$ cat config.mk
export PLATFORM = sky130hd
export DESIGN_NAME = bp_me_cache_dma_arbiter_flat
export DESIGN_NICKNAME = d
export VERILOG_FILES = /design/src/rtl/bp_me_cache_dma_arbiter_if.sv /design/src/rtl/bp_me_cache_dma_arbiter.sv /design/src/flat_wrapper.sv
export SDC_FILE = /design/constraint.sdc
export NUM_CORES = 1
export LEC_CHECK = 0
export BUFFER_PORTS_ARGS = -buffer_cell sky130_fd_sc_hd__buf_2
export CAP_MARGIN = 20
export CORE_AREA = 2 2 233 235
export CTS_BUF_LIST = sky130_fd_sc_hd__clkbuf_4 sky130_fd_sc_hd__clkbuf_8
export DETAILED_ROUTE_END_ITERATION = 16
export DIE_AREA = 0 0 235 237
export GPL_TIMING_DRIVEN = 0
export REMOVE_ABC_BUFFERS = 1
export SLEW_MARGIN = 30
export SYNTH_ARGS = -nofsm -noshare
export SYNTH_HDL_FRONTEND = slang
export SYNTH_SLANG_ARGS = --single-unit
$ cat constraint.sdc
create_clock -name clk_i -period 2.85 [get_ports clk_i]
set_clock_uncertainty 0.2 [all_clocks]
set_input_delay 0.285 -clock clk_i [delete_from_list [all_inputs] [get_ports clk_i]]
set_output_delay 0.285 -clock clk_i [all_outputs]
set_load 0.02 [all_outputs]
$ cat src/rtl/bp_me_cache_dma_arbiter_if.sv
// Slice-side DMA ports and DRAM-side streaming port shared by the arbiter.
// master = arbiter side, slave = the slices/DRAM environment.
interface bp_me_cache_dma_arbiter_if #(
  parameter int num_slices_p  = 2,
  parameter int hdr_width_p   = 64,
  parameter int dword_width_p = 64
);
  logic [num_slices_p-1:0][hdr_width_p-1:0]   slice_cmd_header_i;
  logic [num_slices_p-1:0]                    slice_cmd_wr_i;
  logic [num_slices_p-1:0]                    slice_cmd_header_v_i;
  logic [num_slices_p-1:0]                    slice_cmd_header_yumi_o;
  logic [num_slices_p-1:0][dword_width_p-1:0] slice_cmd_data_i;
  logic [num_slices_p-1:0]                    slice_cmd_data_v_i;
  logic [num_slices_p-1:0]                    slice_cmd_data_yumi_o;
  logic [dword_width_p-1:0]                   slice_resp_data_o;
  logic [num_slices_p-1:0]                    slice_resp_data_v_o;
  logic [num_slices_p-1:0]                    slice_resp_data_ready_i;

  logic [hdr_width_p-1:0]   mem_cmd_header_o;
  logic                     mem_cmd_header_v_o;
  logic                     mem_cmd_header_yumi_i;
  logic [dword_width_p-1:0] mem_cmd_data_o;
  logic                     mem_cmd_data_v_o;
  logic                     mem_cmd_data_yumi_i;
  logic [hdr_width_p-1:0]   mem_resp_header_i;
  logic                     mem_resp_header_v_i;
  logic                     mem_resp_header_ready_o;
  logic [dword_width_p-1:0] mem_resp_data_i;
  logic                     mem_resp_data_v_i;
  logic                     mem_resp_data_ready_o;

  modport master (
    input  slice_cmd_header_i, slice_cmd_wr_i, slice_cmd_header_v_i,
    output slice_cmd_header_yumi_o,
    input  slice_cmd_data_i, slice_cmd_data_v_i,
    output slice_cmd_data_yumi_o,
    output slice_resp_data_o, slice_resp_data_v_o,
    input  slice_resp_data_ready_i,
    output mem_cmd_header_o, mem_cmd_header_v_o,
    input  mem_cmd_header_yumi_i,
    output mem_cmd_data_o, mem_cmd_data_v_o,
    input  mem_cmd_data_yumi_i,
    input  mem_resp_header_i, mem_resp_header_v_i,
    output mem_resp_header_ready_o,
    input  mem_resp_data_i, mem_resp_data_v_i,
    output mem_resp_data_ready_o
  );

  modport slave (
    output slice_cmd_header_i, slice_cmd_wr_i, slice_cmd_header_v_i,
    input  slice_cmd_header_yumi_o,
    output slice_cmd_data_i, slice_cmd_data_v_i,
    input  slice_cmd_data_yumi_o,
    input  slice_resp_data_o, slice_resp_data_v_o,
    output slice_resp_data_ready_i,
    input  mem_cmd_header_o, mem_cmd_header_v_o,
    output mem_cmd_header_yumi_i,
    input  mem_cmd_data_o, mem_cmd_data_v_o,
    output mem_cmd_data_yumi_i,
    output mem_resp_header_i, mem_resp_header_v_i,
    input  mem_resp_header_ready_o,
    output mem_resp_data_i, mem_resp_data_v_i,
    input  mem_resp_data_ready_o
  );
endinterface

$ cat src/rtl/bp_me_cache_dma_arbiter.sv
// Round-robin arbiter sharing one DRAM streaming port among L2 slices; an
// in-order tag FIFO steers DRAM responses back to the issuing slice.

module bp_me_cache_dma_arbiter_lane #(
  parameter int id_w    = 1,
  parameter int lane_id = 0
) (
  input  logic [id_w-1:0] hdr_win,
  input  logic            hdr_fire,
  input  logic [id_w-1:0] grant_id,
  input  logic            wdata_yumi,
  input  logic [id_w-1:0] head_id,
  input  logic            resp_sel,
  input  logic            resp_data_v,
  output logic            hdr_yumi,
  output logic            data_yumi,
  output logic            resp_v
);
  localparam logic [id_w-1:0] my_id = id_w'(lane_id);

  assign hdr_yumi  = hdr_fire   && (hdr_win  == my_id);
  assign data_yumi = wdata_yumi && (grant_id == my_id);
  assign resp_v    = resp_sel && resp_data_v && (head_id == my_id);
endmodule

module bp_me_cache_dma_arbiter #(
  parameter int num_slices_p          = 2,
  parameter int hdr_width_p           = 64,
  parameter int dword_width_p         = 64,
  parameter int block_size_in_words_p = 8,
  parameter int outstanding_p         = 4
) (
  input logic clk_i,
  input logic reset_i,
  bp_me_cache_dma_arbiter_if.master bus
);
  localparam int id_w   = $clog2(num_slices_p);
  localparam int beat_w = $clog2(block_size_in_words_p);
  localparam int ptr_w  = (outstanding_p > 1) ? $clog2(outstanding_p) : 1;
  localparam int cnt_w  = $clog2(outstanding_p + 1);

  typedef enum logic { e_cmd_idle, e_cmd_data } cmd_state_e;
  typedef enum logic { e_resp_idle, e_resp_data } resp_state_e;

  typedef struct packed {
    logic [id_w-1:0] id;
    logic            wr;
  } tag_t;

  cmd_state_e  cmd_state;
  resp_state_e resp_state;

  logic [id_w-1:0]   rr_ptr, grant_id, win_id;
  logic [beat_w-1:0] wbeat_cnt, resp_cnt;
  logic              any_v, win_wr;
  logic              cmd_hdr_v, hdr_fire, wdata_fire, wbeat_last;
  logic              resp_hdr_fire, resp_data_fire, resp_last;
  logic              push, pop;

  tag_t              fifo_mem [outstanding_p];
  logic [ptr_w-1:0]  wptr, rptr;
  logic [cnt_w-1:0]  fifo_cnt;
  logic              fifo_full, fifo_empty;
  tag_t              head;

  logic [num_slices_p-1:0] hdr_yumi, data_yumi, resp_v;

  function automatic logic [id_w-1:0] rr_idx(input logic [id_w-1:0] base, input int k);
    return id_w'((int'(base) + k) % num_slices_p);
  endfunction

  function automatic logic [ptr_w-1:0] ptr_inc(input logic [ptr_w-1:0] p);
    return (p == ptr_w'(outstanding_p - 1)) ? '0 : p + 1'b1;
  endfunction

  // Walk downward so the last hit (the one closest to rr_ptr) wins.
  always_comb begin
    win_id = '0;
    any_v  = 1'b0;
    for (int k = num_slices_p - 1; k >= 0; k--) begin
      if (bus.slice_cmd_header_v_i[rr_idx(rr_ptr, k)]) begin
        win_id = rr_idx(rr_ptr, k);
        any_v  = 1'b1;
      end
    end
  end

  assign fifo_full  = (fifo_cnt == cnt_w'(outstanding_p));
  assign fifo_empty = (fifo_cnt == '0);
  assign head       = fifo_mem[rptr];

  assign win_wr     = bus.slice_cmd_wr_i[win_id];
  assign cmd_hdr_v  = ~reset_i && (cmd_state == e_cmd_idle) && any_v && ~fifo_full;
  assign hdr_fire   = cmd_hdr_v && bus.mem_cmd_header_yumi_i;
  assign wdata_fire = bus.mem_cmd_data_v_o && bus.mem_cmd_data_yumi_i;
  assign wbeat_last = (wbeat_cnt == beat_w'(block_size_in_words_p - 1));

  assign bus.mem_cmd_header_o   = bus.slice_cmd_header_i[win_id];
  assign bus.mem_cmd_header_v_o = cmd_hdr_v;
  assign bus.mem_cmd_data_o     = bus.slice_cmd_data_i[grant_id];
  assign bus.mem_cmd_data_v_o   = (cmd_state == e_cmd_data) && bus.slice_cmd_data_v_i[grant_id];

  assign bus.mem_resp_header_ready_o = (resp_state == e_resp_idle) && ~fifo_empty;
  assign bus.mem_resp_data_ready_o   = (resp_state == e_resp_data) && bus.slice_resp_data_ready_i[head.id];
  assign bus.slice_resp_data_o       = bus.mem_resp_data_i;

  assign resp_hdr_fire  = bus.mem_resp_header_ready_o && bus.mem_resp_header_v_i;
  assign resp_data_fire = bus.mem_resp_data_ready_o && bus.mem_resp_data_v_i;
  assign resp_last      = (resp_cnt == beat_w'(block_size_in_words_p - 1));

  // Write responses carry no data, so their tag retires with the header.
  assign push = hdr_fire;
  assign pop  = (resp_hdr_fire && head.wr) || (resp_data_fire && resp_last);

  for (genvar i = 0; i < num_slices_p; i++) begin : g_lane
    bp_me_cache_dma_arbiter_lane #(.id_w(id_w), .lane_id(i)) u_lane (
      .hdr_win     (win_id),
      .hdr_fire    (hdr_fire),
      .grant_id    (grant_id),
      .wdata_yumi  (wdata_fire),
      .head_id     (head.id),
      .resp_sel    (resp_state == e_resp_data),
      .resp_data_v (bus.mem_resp_data_v_i),
      .hdr_yumi    (hdr_yumi[i]),
      .data_yumi   (data_yumi[i]),
      .resp_v      (resp_v[i])
    );
  end

  assign bus.slice_cmd_header_yumi_o = hdr_yumi;
  assign bus.slice_cmd_data_yumi_o   = data_yumi;
  assign bus.slice_resp_data_v_o     = resp_v;

  always_ff @(posedge clk_i or posedge reset_i) begin
    if (reset_i) begin
      cmd_state <= e_cmd_idle;
      rr_ptr    <= '0;
      grant_id  <= '0;
      wbeat_cnt <= '0;
    end else begin
      case (cmd_state)
        e_cmd_idle: if (hdr_fire) begin
          rr_ptr <= (win_id == id_w'(num_slices_p - 1)) ? '0 : win_id + 1'b1;
          if (win_wr) begin
            grant_id  <= win_id;
            wbeat_cnt <= '0;
            cmd_state <= e_cmd_data;
          end
        end
        e_cmd_data: if (wdata_fire) begin
          if (wbeat_last) begin
            wbeat_cnt <= '0;
            cmd_state <= e_cmd_idle;
          end else begin
            wbeat_cnt <= wbeat_cnt + 1'b1;
          end
        end
        default: cmd_state <= e_cmd_idle;
      endcase
    end
  end

  always_ff @(posedge clk_i or posedge reset_i) begin
    if (reset_i) begin
      resp_state <= e_resp_idle;
      resp_cnt   <= '0;
    end else begin
      case (resp_state)
        e_resp_idle: if (resp_hdr_fire && !head.wr) begin
          resp_cnt   <= '0;
          resp_state <= e_resp_data;
        end
        e_resp_data: if (resp_data_fire) begin
          if (resp_last) begin
            resp_cnt   <= '0;
            resp_state <= e_resp_idle;
          end else begin
            resp_cnt <= resp_cnt + 1'b1;
          end
        end
        default: resp_state <= e_resp_idle;
      endcase
    end
  end

  always_ff @(posedge clk_i or posedge reset_i) begin
    if (reset_i) begin
      wptr     <= '0;
      rptr     <= '0;
      fifo_cnt <= '0;
    end else begin
      if (push) wptr <= ptr_inc(wptr);
      if (pop)  rptr <= ptr_inc(rptr);
      if (push && !pop)      fifo_cnt <= fifo_cnt + 1'b1;
      else if (!push && pop) fifo_cnt <= fifo_cnt - 1'b1;
    end
  end

  always_ff @(posedge clk_i) begin
    if (push) fifo_mem[wptr] <= '{id: win_id, wr: win_wr};
  end
endmodule
$ cat src/flat_wrapper.sv
// flat-port wrapper written by rule: the top's interface ports become plain ports
module bp_me_cache_dma_arbiter_flat 
#(
  parameter int num_slices_p          = 2,
  parameter int hdr_width_p           = 64,
  parameter int dword_width_p         = 64,
  parameter int block_size_in_words_p = 8,
  parameter int outstanding_p         = 4
)
  (clk_i, reset_i, bus_slice_cmd_header_i, bus_slice_cmd_wr_i, bus_slice_cmd_header_v_i, bus_slice_cmd_header_yumi_o, bus_slice_cmd_data_i, bus_slice_cmd_data_v_i, bus_slice_cmd_data_yumi_o, bus_slice_resp_data_o, bus_slice_resp_data_v_o, bus_slice_resp_data_ready_i, bus_mem_cmd_header_o, bus_mem_cmd_header_v_o, bus_mem_cmd_header_yumi_i, bus_mem_cmd_data_o, bus_mem_cmd_data_v_o, bus_mem_cmd_data_yumi_i, bus_mem_resp_header_i, bus_mem_resp_header_v_i, bus_mem_resp_header_ready_o, bus_mem_resp_data_i, bus_mem_resp_data_v_i, bus_mem_resp_data_ready_o);
  bp_me_cache_dma_arbiter_if #(.num_slices_p(num_slices_p), .hdr_width_p(hdr_width_p), .dword_width_p(dword_width_p)) bus_i ();
  input logic clk_i;
  input logic reset_i;
  input wire logic [$bits(bus_i.slice_cmd_header_i)-1:0] bus_slice_cmd_header_i;
  input wire logic [$bits(bus_i.slice_cmd_wr_i)-1:0] bus_slice_cmd_wr_i;
  input wire logic [$bits(bus_i.slice_cmd_header_v_i)-1:0] bus_slice_cmd_header_v_i;
  output wire logic [$bits(bus_i.slice_cmd_header_yumi_o)-1:0] bus_slice_cmd_header_yumi_o;
  input wire logic [$bits(bus_i.slice_cmd_data_i)-1:0] bus_slice_cmd_data_i;
  input wire logic [$bits(bus_i.slice_cmd_data_v_i)-1:0] bus_slice_cmd_data_v_i;
  output wire logic [$bits(bus_i.slice_cmd_data_yumi_o)-1:0] bus_slice_cmd_data_yumi_o;
  output wire logic [$bits(bus_i.slice_resp_data_o)-1:0] bus_slice_resp_data_o;
  output wire logic [$bits(bus_i.slice_resp_data_v_o)-1:0] bus_slice_resp_data_v_o;
  input wire logic [$bits(bus_i.slice_resp_data_ready_i)-1:0] bus_slice_resp_data_ready_i;
  output wire logic [$bits(bus_i.mem_cmd_header_o)-1:0] bus_mem_cmd_header_o;
  output wire logic [$bits(bus_i.mem_cmd_header_v_o)-1:0] bus_mem_cmd_header_v_o;
  input wire logic [$bits(bus_i.mem_cmd_header_yumi_i)-1:0] bus_mem_cmd_header_yumi_i;
  output wire logic [$bits(bus_i.mem_cmd_data_o)-1:0] bus_mem_cmd_data_o;
  output wire logic [$bits(bus_i.mem_cmd_data_v_o)-1:0] bus_mem_cmd_data_v_o;
  input wire logic [$bits(bus_i.mem_cmd_data_yumi_i)-1:0] bus_mem_cmd_data_yumi_i;
  input wire logic [$bits(bus_i.mem_resp_header_i)-1:0] bus_mem_resp_header_i;
  input wire logic [$bits(bus_i.mem_resp_header_v_i)-1:0] bus_mem_resp_header_v_i;
  output wire logic [$bits(bus_i.mem_resp_header_ready_o)-1:0] bus_mem_resp_header_ready_o;
  input wire logic [$bits(bus_i.mem_resp_data_i)-1:0] bus_mem_resp_data_i;
  input wire logic [$bits(bus_i.mem_resp_data_v_i)-1:0] bus_mem_resp_data_v_i;
  output wire logic [$bits(bus_i.mem_resp_data_ready_o)-1:0] bus_mem_resp_data_ready_o;
  assign bus_i.slice_cmd_header_i = bus_slice_cmd_header_i;
  assign bus_i.slice_cmd_wr_i = bus_slice_cmd_wr_i;
  assign bus_i.slice_cmd_header_v_i = bus_slice_cmd_header_v_i;
  assign bus_slice_cmd_header_yumi_o = bus_i.slice_cmd_header_yumi_o;
  assign bus_i.slice_cmd_data_i = bus_slice_cmd_data_i;
  assign bus_i.slice_cmd_data_v_i = bus_slice_cmd_data_v_i;
  assign bus_slice_cmd_data_yumi_o = bus_i.slice_cmd_data_yumi_o;
  assign bus_slice_resp_data_o = bus_i.slice_resp_data_o;
  assign bus_slice_resp_data_v_o = bus_i.slice_resp_data_v_o;
  assign bus_i.slice_resp_data_ready_i = bus_slice_resp_data_ready_i;
  assign bus_mem_cmd_header_o = bus_i.mem_cmd_header_o;
  assign bus_mem_cmd_header_v_o = bus_i.mem_cmd_header_v_o;
  assign bus_i.mem_cmd_header_yumi_i = bus_mem_cmd_header_yumi_i;
  assign bus_mem_cmd_data_o = bus_i.mem_cmd_data_o;
  assign bus_mem_cmd_data_v_o = bus_i.mem_cmd_data_v_o;
  assign bus_i.mem_cmd_data_yumi_i = bus_mem_cmd_data_yumi_i;
  assign bus_i.mem_resp_header_i = bus_mem_resp_header_i;
  assign bus_i.mem_resp_header_v_i = bus_mem_resp_header_v_i;
  assign bus_mem_resp_header_ready_o = bus_i.mem_resp_header_ready_o;
  assign bus_i.mem_resp_data_i = bus_mem_resp_data_i;
  assign bus_i.mem_resp_data_v_i = bus_mem_resp_data_v_i;
  assign bus_mem_resp_data_ready_o = bus_i.mem_resp_data_ready_o;
  bp_me_cache_dma_arbiter #(.num_slices_p(num_slices_p), .hdr_width_p(hdr_width_p), .dword_width_p(dword_width_p), .block_size_in_words_p(block_size_in_words_p), .outstanding_p(outstanding_p)) u_core (.clk_i(clk_i), .reset_i(reset_i), .bus(bus_i));
endmodule
## Word level (Yosys, flattened, before mapping)

Memory sizes are Yosys's and may differ from the RTL's.
Index checks and enable logic that the tools add are counted.

| storage, ports and cells | value |
|---|---|
| output and inout port bits | 202 |
| word-level logic and storage cells | 116 |
| flip-flop bits (word level) | 17 |
| bits of input ports | 398 |
| bits in writable memories | 8 |
| memories | 1 |

| operators by class | value |
|---|---|
| $add $sub $neg | 8 |
| eq/ne operators | 10 |
| muxes and demuxes | 43 |
| bitwise logic cells | 8 |
| reductions and logical operators | 32 |
| $lt $le $gt $ge | 5 |

Memories:

| name | words | width | rd ports | clocked after memory_dff | write ports | RTL line | text |
|---|---|---|---|---|---|---|---|
| u_core.fifo_mem | 4 | 2 | 1 | 0 | 1 | bp_me_cache_dma_arbiter.sv:60 | `tag_t fifo_mem [outstanding_p];` |

Operators by type and width:

| kind | count |
|---|---|
| $mux W64 | 4 |
| $mux W3 | 9 |
| $mux W1 | 24 |
| $logic_and A1 B1 Y1 | 22 |
| $pmux W3 S2 | 2 |
| $lt A1 B2 Y1 const B | 5 |
| $add A3 B1 Y3 const B | 3 |
| $eq A3 B3 Y1 const B | 3 |
| $ne A2 B2 Y1 const B | 4 |
| $not A1 Y1 | 8 |
| $reduce_and A3 Y1 | 2 |
| $add A2 B1 Y2 const B | 2 |
| $eq A2 B2 Y1 const B | 2 |
| $mux W2 | 2 |
| $pmux W1 S2 | 2 |
| $reduce_and A2 Y1 | 2 |
| $logic_not A1 Y1 | 3 |
| $logic_not A3 Y1 | 1 |
| $sub A3 B1 Y3 const B | 1 |
| $add A1 B1 Y1 const B | 2 |
| $ne A2 B1 Y1 const B | 1 |
| $reduce_bool A2 Y1 | 1 |
| $logic_or A1 B1 Y1 | 1 |

## Longest topological paths before layout

Gate-level depths: netlist (run 1).

| logic depth | value |
|---|---|
| depth in word-level cells | 12 |
| gate-level depth with buffers | 11 |

## Modules after synthesis

Synthesis (run 1) repeated with hierarchy kept, for this count alone.

| second synthesis, totals | value |
|---|---|
| cell total of the unflattened synthesis | 455 |
| area total of the unflattened synthesis | 3,331.9 um^2 |

Modules (own cells, without submodules):

| module | area each (um^2) | cells each | sequential area each (um^2) | times used |
|---|---|---|---|---|
| bp_me_cache_dma_arbiter | 3,291.9 | 449 | 665.6 | 1 |
| bp_me_cache_dma_arbiter_lane at u_core.g_lane[0].u_lane | 21.3 | 3 | 0.0 | 1 |
| bp_me_cache_dma_arbiter_lane at u_core.g_lane[1].u_lane | 18.8 | 3 | 0.0 | 1 |

## Least setup slack after synthesis (run 1)

Ideal clock, no wire load.

| timing | value |
|---|---|
| path kind | reg-to-reg |
| start point | reg u_core.rptr[0] |
| end point | reg u_core.fifo_cnt[1] |
| slack | -0.024 ns |
| cell stages (with the launch flop) | 10 |
| period minus slack after synthesis | 2.874 ns |
| arrival | 2.549 ns |
| data required time | 2.525 ns |
| path through | dfrtp_1 -> mux4_2 -> mux2i_2 -> or3b_4 -> nand2_4 -> inv_1 -> ha_1 -> inv_1 -> fa_1 -> mux2_2 |

| between the ends | value |
|---|---|
| word-level cells in the longest chain between the ends | 10 |
| elaborated cells between the ends (all ways) | 13 |
| those cells by class | mux: 3; reduce/logical: 9; memory: 1 |

Ends and longest elaborated chain:

| element | RTL line | text |
|---|---|---|
| start: declaration | bp_me_cache_dma_arbiter.sv:61 | `logic [ptr_w-1:0] wptr, rptr;` |
| start signal: assignment | bp_me_cache_dma_arbiter.sv:193 | `if (pop) rptr <= ptr_inc(rptr);` |
| $mem_v2 Z4 W2 * | -- |  |
| $mux W1 (implied by the code) (2 in a row) | bp_me_cache_dma_arbiter.sv:104 | `assign bus.mem_resp_data_ready_o = (resp_state == e_resp_data) && bus.slice_resp_data_ready_i[head.id];` |
| $logic_and A1 B1 Y1 | bp_me_cache_dma_arbiter.sv:104 |  |
| $logic_and A1 B1 Y1 | bp_me_cache_dma_arbiter.sv:108 | `assign resp_data_fire = bus.mem_resp_data_ready_o && bus.mem_resp_data_v_i;` |
| $logic_and A1 B1 Y1 | bp_me_cache_dma_arbiter.sv:113 | `assign pop = (resp_hdr_fire && head.wr) \|\| (resp_data_fire && resp_last);` |
| $logic_or A1 B1 Y1 * | bp_me_cache_dma_arbiter.sv:113 |  |
| $logic_not A1 Y1 | bp_me_cache_dma_arbiter.sv:194 | `if (push && !pop) fifo_cnt <= fifo_cnt + 1'b1;` |
| $logic_and A1 B1 Y1 | bp_me_cache_dma_arbiter.sv:194 |  |
| $mux W3 or $reduce_bool A2 Y1 (tied branches) | -- |  |
| end signal: assignment | bp_me_cache_dma_arbiter.sv:194 |  |
| end signal: assignment | bp_me_cache_dma_arbiter.sv:195 | `else if (!push && pop) fifo_cnt <= fifo_cnt - 1'b1;` |
| end: declaration | bp_me_cache_dma_arbiter.sv:62 | `logic [cnt_w-1:0] fifo_cnt;` |

Mark *: on every way between the ends. The rest lies on a longest branch, timed or not. The select of a mux whose other input is x is not followed.
A chain may end at the register's enable or synchronous reset.

## Final worst setup path (run 1)

Same ends and word-level chain as after synthesis.

==> impl_metrics.yaml, run 1 <==
sta:
  finalHoldViolCount: 0
  fin_ws_ps: -34.27
  hold_ws_ps: 99.14
  worstMarginPinSlew_ps: 661.2
  fmax_mhz: 346.7
  drv_slew: 0
  setup_violations: 1
  maxSlewHeadroom_pct: 55.87
  finalCritPeriodShare_pct: 101.2
  rsz0062_at_grt: "yes"
  fin_setup_tns_ps: -34.27
  final.min_clock_period_ps: 2884
cells_and_area:
  drive_gt1_share_pct: 63.72
  syn2layout_area_growth_pct: 77.16
  stdcell_count: 1505
  final_area_um2: 6007
  nets: 1201
  finalCoreUtilization_pct: 11.27
  num-fill-cells: 6256
  multi_input_area_um2: 2113
  regArea_um2: 670.6
clocking:
  htreeDepth: 1
  clk_latency_ps: 270
  cts_tree: "built"
  cts_sinks: 25
  cts.clk_slew.worst_paths_ps: 90
  cts-buffers-inserted: 3
  root_buffer: "clkbuf_8"
  cts_buffer_depth: 2
drt:
  wl_per_cell_um: 20.85
  drt_iter0_markers: 278
  first_pass_iters: 4
  totalWireLength_mm: 31.38
  ant_nets: 0
  vias: 4597
  vias_per_cell: 3.054
  remaining_drc_errors: 0
setup_path:
  worstPathArrival_ps: 2850
  crit_slowest_cell: "mux4_2"
  cp.required_ps: 2810
  cpPeakStageDelay_ps: 570
  path_max_fanout: 3
  reg2reg_depth: 9
  cp_cell_sequence: "mux4_2 > mux2i_4 > or3b_4 > nand2_4 > inv_2 > ha_4 > inv_2 > fa_1 > mux2_4"
  critPathLaunchType: "flip-flop"
  crit_path_frequent_cell: "inv_2"
  crit_type: "flip-flop to flip-flop"
  end_kind: "flip-flop"
global_route:
  grt_antenna_before_repair: 27
  grt_usage_pct: 10.64
  first_global_vias: 4286
  grt.overflow.total: 0
  grt_first_pass_wirelength_mm: 39.54
  grt_max_degree: 55
pwr:
  leakage_nw: 3.198
  combPwrFrac_pct: 68.0
  powerDensity_nw_per_um2: 436.2
  p_int_mw: 1.353
  swShare_pct: 48.37
  clkPwrFrac_pct: 8.3
  p_sw_mw: 1.267
  p_total_mw: 2.620
  seq_power_share_pct: 23.6
  ir_drop_v: 0.0002609
logic_synthesis:
  synth.distinct_cells: 38
  synth_top_area_share_pct: 22.58
  yosysWarnings: 0
  synthCells: 461
  synth_edf_count: 8
  synth_top_area_cell: "mux2_2"
  ys_seq_area_share_pct: 19.63
  netlist_area_um2: 3391
  yosys_most_used_dff: "dfrtp_1"
  synthArstFlopShare_pct: 68.00
  synthTopCellsByArea: "mux2_2 (23%), nand2_1 (22%), buf_4 (15%)"
  synth_most_common_cell: "nand2_1"
  synth_commonest_cells: "nand2_1 (199), buf_4 (70), mux2_2 (68)"
  synth_seq_cells: 25
  synth_area_per_cell_um2: 7.355
place:
  placed_cell_area_um2: 5838
  dpl.cell_count: 1477
  gp_congestion: 0.8705
  io_buffers: 407
  hpwl_mm: 28.33
  post-place-ws_ps: -159.5
floorplan:
  rows: 85
  start_util_pct: 6.364
  die_area_um2: 55700
  die_w_um: 235
  ioPinCount: 600
  die-height_um: 237
  core_area_um2: 53280
job:
  maxCapViolations: 0
worst_hold_path:
  whs_path_depth: 3
  worstHoldPathType: "primary input to flip-flop"
outcome:
  violations: "negative setup slack"
  status: "finished with violations"
layer usage:
layer	global-route usage, %	wire length (um)	vias to the layer above
met5	9.437	770	-
met4	0.6329	201	22
met3	12.40	7599	34
met2	12.76	10620	457
met1	11.67	12190	1977
li1	-	-	2107
flip-flops by register name, summed over array words and instances (netlist names), 2 cells and up:
signal and flops:
u_core.rptr 2, u_core.wbeat_cnt 3, u_core.resp_cnt 3, u_core.fifo_mem 8
u_core.wptr 2, u_core.fifo_cnt 3
power groups by stage:
| stage | Sequential [mW] | Clock, mW | Combinational, mW |
|---|---|---|---|
| 5_1_grt | 0.644 | 0.240 | 1.95 |
| 3_3_place_gp | 0.654 | 0 | 1.69 |
| 4_1_cts | 0.626 | 0.223 | 1.80 |
| 3_5_place_dp | 0.638 | 0 | 1.75 |
| 6_report | 0.620 | 0.218 | 1.78 |
| 2_1_floorplan | 0.599 | 0 | 1.01 |
worst max-delay path: cells and delay by family (launching register included):
| family | cells | cell delay (ps) |
|---|---|---|
| and+or+nand+nor | 2 | 490 |
| buffers and inverters | 2 | 90 |
| DFF | 1 | 390 |
| adders and majority gates | 2 | 550 |
| muxes | 3 | 1060 |
what timing repair did:
action                                  CTS  global route
pin swaps                                 2             4
endpoints found under the hold margin    17             0
endpoints found under the setup margin    3             2
hold buffers                              1             0
buffers inserted                          4             1
gates cloned                              0             0
gates resized for setup                   5             3
cell type report:
class                           instances  share of cell area [%]
Antenna cell                           18                  0.7498
Clock buffer                            4                  0.8123
Inverter                               11                  0.7290
Multi-Input combinational cell        333                   35.18
Sequential cell                        25                   11.16
Tap cell                              696                   14.50
Timing Repair Buffer                  418                   36.87
placed cells by master, fill, tap and decap left out, drive strengths merged, types with 2 or more instances in the layout:
cell,count
inv,11
buf,417
mux2,71
diode,18
mux2i,3
and3,5
clkbuf,4
xor2,2
dfrtp,17
mux4,2
a21oi,2
nand3,3
ha,10
edfxtp,8
nor2b,3
nand2,201
o21ai,6
nor2,11
nor3b,2
path summary, 6_finish.rpt:
check,from,to,slack [ps]
min in group asynchronous,reset_i,u_core.wbeat_cnt[0],500
max in group asynchronous,reset_i,u_core.grant_id,1460
worst min-delay path,bus_mem_resp_header_v_i,u_core.resp_state,100
worst max register to register,u_core.rptr[0],u_core.fifo_cnt[1],-30
worst min register to register,u_core.wbeat_cnt[1],u_core.wbeat_cnt[1],330
worst max-delay path,u_core.rptr[0],u_core.fifo_cnt[1],-30
cell families (layout without fill, tap and decap cells):
| group | count (synthesis) | count (layout) | synth area share (%) |
|---|---|---|---|
| flip-flops | 25 | 25 | 19.63 |
| AO/OA/AOI/OAI | 12 | 12 | 2.694 |
| AND/OR/NAND/NOR | 231 | 231 | 27.45 |
| buffers and inverters | 103 | 433 | 19.15 |
| adder cells (fa/ha/maj) | 11 | 11 | 4.280 |
| other | 0 | 18 | 0 |
| multiplexers | 76 | 76 | 26.01 |
| XOR/XNOR | 3 | 3 | 0.7750 |
(Power assumes the default switching activity.)
==> inputs of run 2 (changes only) <==
==> constraint.sdc (replaced) <==
create_clock -name clk_i -period 3.6 [get_ports clk_i]
set_clock_uncertainty 0.2 [all_clocks]
set_input_delay 0.36 -clock clk_i [delete_from_list [all_inputs] [get_ports clk_i]]
set_output_delay 0.36 -clock clk_i [all_outputs]
set_load 0.02 [all_outputs]
==> run 2 against run 1 <==
- the run now ends clean
- sequential cell count stayed put
- global-route usage about the same
- core utilization down 0.14 points
- final cell count is 0.40% lower
- clock power is 22% lower
- largest cell class unchanged
- highest routed layer unchanged
==> impl_metrics.yaml, run 2 (same netlist as run 1, synthesis figures left out) <==
drt:
  first_pass_iters: 4
  drt_iter0_markers: 265
  wl_per_cell_um: 20.85
  vias: 4607
  vias_per_cell: 3.073
  remaining_drc_errors: 0
  ant_nets: 0
  totalWireLength_mm: 31.25
cells_and_area:
  regMostFlops: "u_core.fifo_mem"
  finalCoreUtilization_pct: 11.13
  num-fill-cells: 6262
  syn2layout_area_growth_pct: 74.94
  largest_reg_flops: 8
  drive_gt1_share_pct: 62.93
  mostFrequentLayoutCell: "buf_2"
  nets: 1195
  layout_common_cells: "buf_2 (407), nand2_1 (199), mux2_2 (68)"
setup_path:
  worstPathArrival_ps: 2970
  path_max_fanout: 5
  cp.required_ps: 3560
  crit_type: "flip-flop to flip-flop"
  critPathLaunchType: "flip-flop"
  end_kind: "flip-flop"
floorplan:
  start_util_pct: 6.364
  ioPinCount: 600
  die_area_um2: 55700
  die-height_um: 237
  core_area_um2: 53280
  die_w_um: 235
  rows: 85
place:
  io_buffers: 407
  gp_congestion: 0.8705
  hpwl_mm: 28.33
clocking:
  cts_buffer_depth: 2
  cts_tree: "built"
  root_buffer: "clkbuf_8"
  clk_latency_ps: 270
  cts_hold_buf: 0
  cts.clk_slew.worst_paths_ps: 80
  post_cts_resized: 0
  cts-buffers-inserted: 3
  cts_sinks: 25
  htreeDepth: 1
  postCtsSetupRepairBufs: 0
sta:
  drv_slew: 0
  finalCritPeriodShare_pct: 83.62
  final.min_clock_period_ps: 3010
  fmax_mhz: 332.2
  worstMarginPinSlew_ps: 654.1
  finalHoldViolCount: 0
  rsz0062_at_grt: "no"
  maxSlewHeadroom_pct: 56.35
  setup_violations: 0
global_route:
  grt_max_degree: 55
  first_global_vias: 4216
  grt_first_pass_wirelength_mm: 39.32
  grt_usage_pct: 10.59
  grt_antenna_before_repair: 26
  grt.overflow.total: 0
pwr:
  ir_drop_v: 0.0001978
  leakage_nw: 3.161
  p_total_mw: 2.028
  powerDensity_nw_per_um2: 341.8
job:
  maxCapViolations: 0
worst_hold_path:
  worstHoldPathType: "primary input to asynchronous set/reset pin"
outcome:
  status: "finished, final reports clean"
[run 2: critical path, stage by stage (launching register included)]
cell	delay [ps]
dfrtp_1	450
mux4_2	580
mux2i_2	200
or3b_4	420
nand2_4	80
inv_1	40
ha_1	200
inv_1	70
fa_1	400
mux2_2	260
[run 2: final cells by class]
cell class	count	area (um^2)	share of cell area [%]
Multi-Input combinational cell	333	2087	35.18
Tap cell	696	870.8	14.68
Antenna cell	18	45.04	0.7593
Timing Repair Buffer	412	2167	36.53
Sequential cell	25	669.4	11.28
Inverter	11	43.79	0.7382
Clock buffer	4	48.80	0.8226
[run 2: path summary, 6_finish.rpt]
check                                         from                  end  slack (ps)  depth (start not counted)
setup / recovery                    u_core.rptr[0]   u_core.fifo_cnt[1]         590                          9
hold / removal                             reset_i  u_core.wbeat_cnt[0]          10                          2
setup reg to reg                    u_core.rptr[0]   u_core.fifo_cnt[1]         590                          9
hold reg to reg                u_core.wbeat_cnt[1]  u_core.wbeat_cnt[1]         330                          1
max in group asynchronous                  reset_i      u_core.grant_id        2710                          2
min in group clk_i         bus_mem_resp_header_v_i    u_core.resp_state         180                          3
[run 2: per-stage QoR]
step           setup TNS (ps)  setup slack (ps)  hold WS [ps]  area [um^2]  std cells
2_1_floorplan         -111030             -1807         86.07         2783        369
3_3_place_gp          -398050             -5692         288.7         5690       1472
4_1_cts                     0             580.4         44.72         5887       1481
5_1_grt                     0             478.8         72.38         5902       1487
3_5_place_dp                0             590.5         309.2         5838       1477
6_report                    0             589.5         9.514         5932       1499
[run 2: where the power goes]
group	leakage, nW	switching, mW	internal (mW)
combinational	2.86	0.794	0.571
clock	0.0263	0.0844	0.0866
sequential	0.272	0.109	0.382
[run 2: metal layers]
metal / global-route usage [%] / vias up / wire length [um]
li1: - / 2095 / -
met1: 11.73 / 1998 / 12110
met4: 0.6329 / 20 / 245
met2: 12.62 / 460 / 10530
met3: 12.28 / 34 / 7614
met5: 9.437 / - / 750
==> inputs of run 3 (changes only) <==
==> constraint.sdc (replaced) <==
create_clock -name clk_i -period 2.7 [get_ports clk_i]
set_clock_uncertainty 0.2 [all_clocks]
set_input_delay 0.27 -clock clk_i [delete_from_list [all_inputs] [get_ports clk_i]]
set_output_delay 0.27 -clock clk_i [all_outputs]
set_load 0.02 [all_outputs]
==> run 3 against run 2 <==
- the run now ends with negative setup slack left
- sequential cell count unchanged
- sequential power up 32%
- non-clock buffer count up 7
- wire length grew 0.42%
- critical path type unchanged
==> impl_metrics.yaml, run 3 (same netlist as run 1, synthesis figures left out) <==
setup_path:
  critPathTopFamily: "multiplexers"
  cpPeakStageDelay_ps: 570
  cp.required_ps: 2660
  cp_num_cells: 9
  crit_slowest_cell: "mux4_2"
  crit_type: "flip-flop to flip-flop"
  worstPathArrival_ps: 2830
  path_buf_inv: 2
  cp_cell_sequence: "mux4_2 > mux2i_4 > or3b_4 > nand2_4 > inv_2 > ha_4 > inv_2 > fa_2 > mux2_2"
  end_kind: "flip-flop"
  critPathLaunchType: "flip-flop"
  crit_path_frequent_cell: "inv_2"
  reg2reg_depth: 9
  path_max_fanout: 3
clocking:
  htreeDepth: 1
  cts_buffer_depth: 2
  cts.clk_slew.worst_paths_ps: 90
  root_buffer: "clkbuf_8"
  cts-buffers-inserted: 3
  cts_tree: "built"
  cts_sinks: 25
  clk_latency_ps: 270
place:
  gp_congestion: 0.8705
  placed_cell_area_um2: 5838
  hpwl_mm: 28.33
  post-place-ws_ps: -309.5
  dpl.cell_count: 1477
  io_buffers: 407
outcome:
  violations: "negative setup slack"
  status: "finished with violations"
sta:
  final.min_clock_period_ps: 2862
  rsz0062_at_grt: "yes"
  worstMarginPinSlew_ps: 655.1
  fin_ws_ps: -162.5
  finalHoldViolCount: 0
  hold_ws_ps: 82.67
  drv_slew: 0
  fmax_mhz: 349.3
  setup_violations: 2
  maxSlewHeadroom_pct: 56.28
  finalCritPeriodShare_pct: 106.0
pwr:
  swShare_pct: 48.35
  powerDensity_nw_per_um2: 460.6
  combPwrFrac_pct: 68.4
  ir_drop_v: 0.0002830
  seq_power_share_pct: 23.3
  p_sw_mw: 1.342
  p_int_mw: 1.433
  leakage_nw: 3.197
  clkPwrFrac_pct: 8.3
drt:
  vias: 4646
  wl_per_cell_um: 20.82
  remaining_drc_errors: 0
  totalWireLength_mm: 31.38
  first_pass_iters: 4
  ant_nets: 0
  drt_iter0_markers: 245
  vias_per_cell: 3.083
floorplan:
  core_area_um2: 53280
  die-height_um: 237
  ioPinCount: 600
  rows: 85
  die_area_um2: 55700
  die_w_um: 235
  start_util_pct: 6.364
cells_and_area:
  final_area_um2: 6026
  stdcell_count: 1507
  layout_common_cells: "buf_2 (407), nand2_1 (199), mux2_2 (68)"
  regMostFlops: "u_core.fifo_mem"
  mostFrequentLayoutCell: "buf_2"
  syn2layout_area_growth_pct: 77.71
  nets: 1202
  largest_reg_flops: 8
  drive_gt1_share_pct: 64.02
global_route:
  grt_usage_pct: 10.65
  grt.overflow.total: 0
  grt_max_degree: 55
  grt_first_pass_wirelength_mm: 39.56
  first_global_vias: 4287
  grt_antenna_before_repair: 27
job:
  maxCapViolations: 0
worst_hold_path:
  worstHoldPathType: "primary input to flip-flop"
  whs_path_depth: 3
-- run 3: layout make-up --
type,instances,area (um^2)
antenna,19,47.55
clock buffer,4,48.80
fill,6258,47260
inverter,11,46.29
multi-input combinational,333,2120
sequential,25,670.6
tap,696,870.8
timing repair buffer,419,2222
-- run 3: final timing paths --
path	endpoint	slack, ps	startpoint
worst max-delay path	u_core.fifo_cnt[1]	-160	u_core.rptr[0]
worst min-delay path	u_core.resp_state	80	bus_mem_resp_header_v_i
worst max register to register	u_core.fifo_cnt[1]	-160	u_core.rptr[0]
worst min register to register	u_core.resp_cnt[0]	330	u_core.resp_cnt[0]
max in group asynchronous	u_core.grant_id	1280	reset_i
min in group asynchronous	u_core.wbeat_cnt[0]	530	reset_i
-- run 3: power by group through the flow --
stage                     clock [mW]  combinational, mW  sequential, mW
after floorplan                    0               1.07           0.632
after global placement             0               1.78           0.691
after detailed placement           0               1.85           0.673
after CTS                      0.236               1.91           0.662
after global routing           0.254               2.08           0.676
final                          0.231               1.90           0.647
-- run 3: what timing repair did --
item / CTS / global route
hold endpoints to repair: 17 / 0
resized for setup: 8 / 2
setup buffers: 5 / 2
setup endpoints to repair: 3 / 3
hold buffers: 1 / 0
pin swaps: 5 / 3
-- run 3: worst min-delay path: stages --
cell and delay (ps):
buf_2 100, nand2_1 70, o21ai_0 70
-- run 3: metrics by stage --
step / util, % / setup TNS (ps) / power (mW)
6_report: 11.31 / -163.7 / 2.775
3_3_place_gp: 10.68 / -504140 / 2.475
4_1_cts: 11.19 / -192.6 / 2.807
5_1_grt: 11.25 / -361.5 / 3.009
2_1_floorplan: - / -175660 / 1.703
3_5_place_dp: 10.96 / -492.4 / 2.524
-- run 3: per-layer routing --
layer / vias to the layer above / share of wire [%] / track usage (%)
li1: 2112 / - / -
met1: 2018 / 39 / 11.82
met2: 462 / 34 / 12.75
met3: 34 / 24 / 12.22
met4: 20 / 0.74 / 0.6329
met5: - / 2.4 / 9.437
